**config.mk**
```make
export PLATFORM = sky130hd
export DESIGN_NAME = s3g_tx_arb
export DESIGN_NICKNAME = d
export VERILOG_FILES = /design/src/rtl/s3g_pkg.sv /design/src/rtl/s3g_tx_arb.sv
export SDC_FILE = /design/constraint.sdc
export NUM_CORES = 1
export LEC_CHECK = 0
export CAP_MARGIN = 25
export CORE_AREA = 2 2 168 170
export DETAILED_ROUTE_END_ITERATION = 8
export DIE_AREA = 0 0 170 172
export SKIP_CTS_REPAIR_TIMING = 1
export SYNTH_ARGS = -nofsm -noshare
export SYNTH_HDL_FRONTEND = slang
export SYNTH_SLANG_ARGS = --single-unit
```
**constraint.sdc**
```tcl
create_clock -name clk -period 4.8 [get_ports clk]
set_input_delay 1.2 -clock clk [delete_from_list [all_inputs] [get_ports clk]]
set_output_delay 1.2 -clock clk [all_outputs]
set_load 0.005 [all_outputs]
```
**src/rtl/s3g_pkg.sv**
```systemverilog
// s3g_pkg: shared S3G transmit-path state encoding and payload limits
package s3g_pkg;
    typedef enum logic [1:0] {
        IDLE      = 2'd0,
        ISSUE     = 2'd1,
        WAIT_BUSY = 2'd2,
        WAIT_DONE = 2'd3
    } s3g_state_t;
    localparam logic [7:0] S3G_MAX_PAYLOAD = 8'd15;
    localparam int S3G_BUF_W = 128;
endpackage

```
**src/rtl/s3g_tx_arb.sv**
```systemverilog
// s3g_tx_arb: round-robin arbiter feeding two requesters into one S3G transmitter
module s3g_tx_arb
    import s3g_pkg::*;
#(
    parameter int TIMEOUT = 8
) (
    input  logic                 clk,
    input  logic                 rst_n,
    input  logic                 req0_valid,
    input  logic [7:0]           req0_len,
    input  logic [S3G_BUF_W-1:0] req0_data,
    input  logic                 req1_valid,
    input  logic [7:0]           req1_len,
    input  logic [S3G_BUF_W-1:0] req1_data,
    output logic                 req0_ack,
    output logic                 req0_nak,
    output logic                 req1_ack,
    output logic                 req1_nak,
    output logic                 tx_packet_wr,
    output logic [7:0]           tx_payload_len,
    output logic [S3G_BUF_W-1:0] tx_buf,
    input  logic                 tx_busy,
    output logic                 busy,
    output logic                 stall_err,
    output logic [15:0]          pkt_cnt
);
    localparam int TMO_W = $clog2(TIMEOUT + 1);
    localparam logic [TMO_W-1:0] TMO_LAST = TMO_W'(TIMEOUT - 1);

    s3g_state_t state;
    logic last_grant;
    logic [TMO_W-1:0] tmo;
    logic pick1, arb, win_ok;
    logic [7:0] win_len;
    logic [S3G_BUF_W-1:0] win_data;

    // Winner selection: requester 1 wins alone, or on a tie when requester 0 was granted last
    always_comb begin
        pick1    = req1_valid && (!req0_valid || !last_grant);
        win_len  = pick1 ? req1_len : req0_len;
        win_data = pick1 ? req1_data : req0_data;
        win_ok   = win_len <= S3G_MAX_PAYLOAD;
        arb      = (state == IDLE) && !tx_busy && (req0_valid || req1_valid);
    end

    assign busy = state != IDLE;

    // Control FSM with registered strobes, payload latch, packet counter and stall watchdog
    always_ff @(posedge clk) begin
        if (!rst_n) begin
            state          <= IDLE;
            last_grant     <= 1'b1;
            tmo            <= '0;
            req0_ack       <= 1'b0;
            req0_nak       <= 1'b0;
            req1_ack       <= 1'b0;
            req1_nak       <= 1'b0;
            tx_packet_wr   <= 1'b0;
            tx_payload_len <= '0;
            tx_buf         <= '0;
            stall_err      <= 1'b0;
            pkt_cnt        <= '0;
        end else begin
            req0_ack     <= 1'b0;
            req0_nak     <= 1'b0;
            req1_ack     <= 1'b0;
            req1_nak     <= 1'b0;
            tx_packet_wr <= 1'b0;
            case (state)
                IDLE: begin
                    if (arb) begin
                        last_grant <= pick1;
                        if (win_ok) begin
                            state          <= ISSUE;
                            tx_packet_wr   <= 1'b1;
                            tx_payload_len <= win_len;
                            tx_buf         <= win_data;
                            pkt_cnt        <= pkt_cnt + 16'd1;
                            req0_ack       <= !pick1;
                            req1_ack       <= pick1;
                        end else begin
                            req0_nak <= !pick1;
                            req1_nak <= pick1;
                        end
                    end
                end
                ISSUE: begin
                    state <= WAIT_BUSY;
                    tmo   <= '0;
                end
                WAIT_BUSY: begin
                    if (tx_busy) begin
                        state <= WAIT_DONE;
                    end else if (tmo == TMO_LAST) begin
                        state     <= IDLE;
                        stall_err <= 1'b1;
                    end else begin
                        tmo <= tmo + TMO_W'(1);
                    end
                end
                WAIT_DONE: state <= tx_busy ? WAIT_DONE : IDLE;
                default: state <= IDLE;
            endcase
        end
    end
endmodule

```
* Yosys cells after proc, flatten, opt, wreduce, memory -nomap -nowiden *
Index checks and enable logic that the tools add are counted.

word-level totals
  bits in registers = 165
  bits of input ports = 277
  word-level logic and storage cells = 60

cells by class
  add/sub/neg operators = 2
  $lt $le $gt $ge = 1
  equality and inequality tests = 9
  muxes and demuxes = 12
  bitwise logic cells = 4
  reductions and logical operators = 20

operator list
  cell                     number
  $mux W128                1
  $add A16 B1 Y16 const B  1
  $reduce_and A3 Y1        5
  $mux W2                  5
  $le A8 B4 Y1 const B     1
  $mux W4                  2
  $mux W8                  1
  $ne A2 B2 Y1 const B     4
  $pmux W2 S4              1
  $pmux W4 S2              1
  $add A4 B1 Y4 const B    1
  $eq A2 B2 Y1 const B     2
  $eq A4 B3 Y1 const B     1
  $logic_not A1 Y1         4
  $not A1 Y1               4
  $reduce_and A4 Y1        1
  $reduce_bool A2 Y1       2
  $reduce_or A4 Y1         1
  $logic_and A1 B1 Y1      3
  $ne A3 B3 Y1 const B     1
  $eq A2 B1 Y1 const B     1
  $logic_not A2 Y1         1
  $logic_or A1 B1 Y1       2
  $reduce_and A2 Y1        1
  $mux W1                  1

* Longest topological paths before layout *
  word-level depth = 8
  depth in mapped cells = 8

* Least setup slack after synthesis *
Ideal clock, no wire load.

  path kind = input to register
  from = input req1_len[7]
  to = register tx_buf[48]
  library setup time = 0.133 ns
  arrival time = 2.372 ns
  required time = 4.667 ns
  setup slack = 2.295 ns
  stages = 6
  cell sequence = nor4_2 mux2i_1 nor2_1 buf_2 buf_2 a311oi_1

between the ends
  longest elaborated chain between the ends = 3

RTL lines
  element                             RTL line          source
  start: declaration                  s3g_tx_arb.sv:13  input logic [7:0] req1_len,
  $mux W8                             s3g_tx_arb.sv:40  win_len = pick1 ? req1_len : req0_len;
  $le A8 B4 Y1                        s3g_tx_arb.sv:42  win_ok = win_len <= S3G_MAX_PAYLOAD;
  $reduce_and A3 Y1 (no source line)  --
  end signal: assignment              s3g_tx_arb.sv:77  tx_buf <= win_data;
  end: declaration                    s3g_tx_arb.sv:21  output logic [S3G_BUF_W-1:0] tx_buf,

Every way passes these cells.
A chain may end at the register's enable or synchronous reset.

* Worst setup path in the final report *
  from = input req1_valid
  to = register tx_buf[94]

between the ends
  longest elaborated chain between the ends = 4

RTL lines
  element                             RTL line          source
  start: declaration                  s3g_tx_arb.sv:12  input logic req1_valid,
  $logic_and A1 B1 Y1                 s3g_tx_arb.sv:39  pick1 = req1_valid && (!req0_valid || !last_grant);
  $mux W8                             s3g_tx_arb.sv:40
  $le A8 B4 Y1                        s3g_tx_arb.sv:42
  $reduce_and A3 Y1 (no source line)  --

Several ways; a longest one is shown, not always the timed one.

==> impl_metrics.yaml <==
sta:
  hold_slack_ps: 472.1
  rsz0062_at_grt: "no"
  max_slew_margin: 0.3742
  clock.fmax_mhz: 320.2
  post-route-min-period_ps: 3123
  period_share: 0.6505
  clock-skew-final_ps: 10.96
  fin_ws_ps: 1677
  setup_tns_ps: 0
  finalHoldViolCount: 0
  finalSetupViolations: 0
  slew_viol_final: 0
  worst_pin_slew_ps: 938.7
clock_network:
  cts_tree: "done"
  cts-root-buf: "clkbuf_16"
  clk_pin_slew_ps: 70
  cts-htree-levels: 4
  cts_sinks: 165
  clk_latency_ps: 420
  cts.path.max_buffers: 2
  cts_made_buffers: 17
global_routing:
  antenna_found_initial: 0
  top_usage_layer: "met2"
  grt_util_all_layers: 0.1959
  met3_usage: 0.05241
  grt_max_degree: 82
  grt_pass1_vias: 7868
  grt_util_met2: 0.3269
  grtUsageMet1: 0.2480
  grt_overflow: 0
  grt_pass1_wl_um: 44900
final_layout:
  nNetsFinal: 1570
  areaGrowthSynthToFinish_pct: 70.48
  final_cells: 1650
  drive_gt1_frac: 0.04755
  antennaDiodeCount: 0
die:
  ioPinCount: 436
  row_count: 61
  floorplan.die.height_um: 172
  coreArea_um2: 27480
  die_area_um2: 29240
  die_x_um: 170
  start_util: 0.2669
power:
  power_leakage_nw: 4.319
  p_per_area_nw_per_um2: 267.1
  vdd_ir_drop_max_v: 0.0002109
synthesis:
  synth_area_um2: 7333
  synthArstFlopShare: 0
  ys_warn_count: 0
  synth-edff-count: 0
  synth_seq_cells: 165
  synth.distinct_cells: 34
  ys.flop_type: "dfxtp_1"
  synth_nets: 1193
  syn_inst: 914
  ys_seq_area_frac: 0.4504
  avgSynthCellArea_um2: 8.023
placed_design:
  gp_congestion: 0.7956
  dp_slack_ps: 1271
  port_buffers: 435
  dp_hpwl_um: 20890
  placedCellCount: 1618
worst_setup_path:
  crit_arrival_ps: 3360
  crit_required_ps: 5040
  rr_startpoint: "state[1]$_SDFFE_PN0P_"
  critPathCaptureType: "flop"
  path_class: "input pin to flop"
  cp_max_fo: 66
  critPathLaunch: "req1_valid"
  startpoint_type: "input pin"
run_status:
  outcome: "finished clean"
drt:
  dr.pass1.iters: 5
  first_iter_violations: 520
  wl_per_cell_um: 18.57
  final_antenna_net_count: 0
  num_vias: 8402
  drcViolationCount: 0
  routed_wl_um: 30640
  vias_per_cell: 5.092
flow_run:
  drv_cap: 0
hold_path:
  hp-start: "pkt_cnt[15]$_SDFFE_PN0P_"
  hp-class: "flop to flop"
## state kept, by name, indices dropped and copies added, names as in the netlist
register / cells
req0_ack: 1
pkt_cnt: 16
tmo: 4
req1_ack: 1
tx_payload_len: 8
tx_buf: 128
state: 2
stall_err: 1
last_grant: 1
req0_nak: 1
req1_nak: 1
tx_packet_wr: 1
## final timing paths
kind                         endpoint  slack, ps  depth (start not counted)
max           tx_buf[94]$_SDFFE_PN0P_       1680                          6
min          pkt_cnt[15]$_SDFFE_PN0P_        470                          2
min reg2reg  pkt_cnt[15]$_SDFFE_PN0P_        470                          2
max reg2reg   tx_buf[94]$_SDFFE_PN0P_       2490                          5
## cells by family (layout without fill, tap and decap cells)
kind of cell / Yosys count / after routing / synth area share
AO/OA/AOI/OAI: 288 / 288 / 0.2670
XOR/XNOR: 2 / 2 / 0.002389
adder cells (fa/ha/maj): 2 / 2 / 0.003412
buffers and inverters: 96 / 486 / 0.05886
flip-flops: 165 / 165 / 0.4504
multiplexers: 11 / 11 / 0.01536
AND/OR/NAND/NOR: 350 / 350 / 0.2025
## critical path: stages
cell	delay [ps]
clkdlybuf4s50_1	560
or2_2	200
nand2_1	270
nor2_4	230
buf_4	630
a311oi_1	210
## cell usage after synthesis, drive strengths merged (3+ instances only)
library cell | count | share of area
or4 | 6 | 0.0061
a21oi | 143 | 0.098
dfxtp | 165 | 0.45
nor2 | 9 | 0.0046
nand2b | 8 | 0.0068
nand4 | 5 | 0.0043
and4 | 3 | 0.0036
nand3 | 9 | 0.0061
o21ai | 4 | 0.0027
buf | 45 | 0.033
clkbuf | 50 | 0.026
mux2i | 9 | 0.012
nor3 | 7 | 0.0063
nand2 | 283 | 0.14
a311oi | 132 | 0.16
and3 | 8 | 0.0068
o31ai | 6 | 0.0061
## final cells by class
cell class	instances	area, um^2
flip-flops and latches	165	3303
fillers	2718	14970
repair buffers	453	4552
well taps	346	432.9
inverters	1	6.256
clock buffers	20	466.7
clock inverters	12	110.1
multi-input cells	653	3631
## power by group
group          internal [mW]  switching [mW]  total, mW
registers               1.39          0.0151       1.41
logic                  0.308           0.244      0.553
clock network          0.727           0.651       1.38
## layout by cell type (no fill, tap or decap), types with 3 or more instances in the layout
cell	netlist	routed
nor2_1	9	8
nor3_1	6	6
nand3_1	9	9
clkdlybuf4s50_1	0	435
o21ai_0	4	4
o31ai_1	6	6
a21oi_1	143	143
buf_12	0	5
nand4_1	5	5
mux2i_1	9	9
or4_1	6	6
inv_8	0	3
clkbuf_8	0	3
nand2b_1	8	8
buf_4	6	13
and4_1	3	3
and3_1	8	8
clkinv_4	0	3
dfxtp_1	165	165
nand2_1	283	282
a311oi_1	132	132
inv_6	0	4
clkbuf_16	0	17
## per-stage QoR
stage / total power, mW / instance area, um^2 / utilization
after CTS: 3.376 / 12500 / 0.4550
after floorplan: 1.647 / 7333 / -
final: 3.339 / 12500 / 0.4550
after global routing: 3.477 / 12500 / 0.4550
after global placement: 1.993 / 11930 / 0.4340
after detailed placement: 1.994 / 11930 / 0.4340
## per-layer routing
layer | share of wire | wire (um) | vias up
met5 | 0 | 0 | -
met1 | 0.42 | 12980 | 3961
met3 | 0.074 | 2258 | 42
li1 | - | - | 4080
met2 | 0.48 | 14690 | 319
met4 | 0.023 | 709 | 0
No activity file was read; power rests on OpenSTA's default activity.
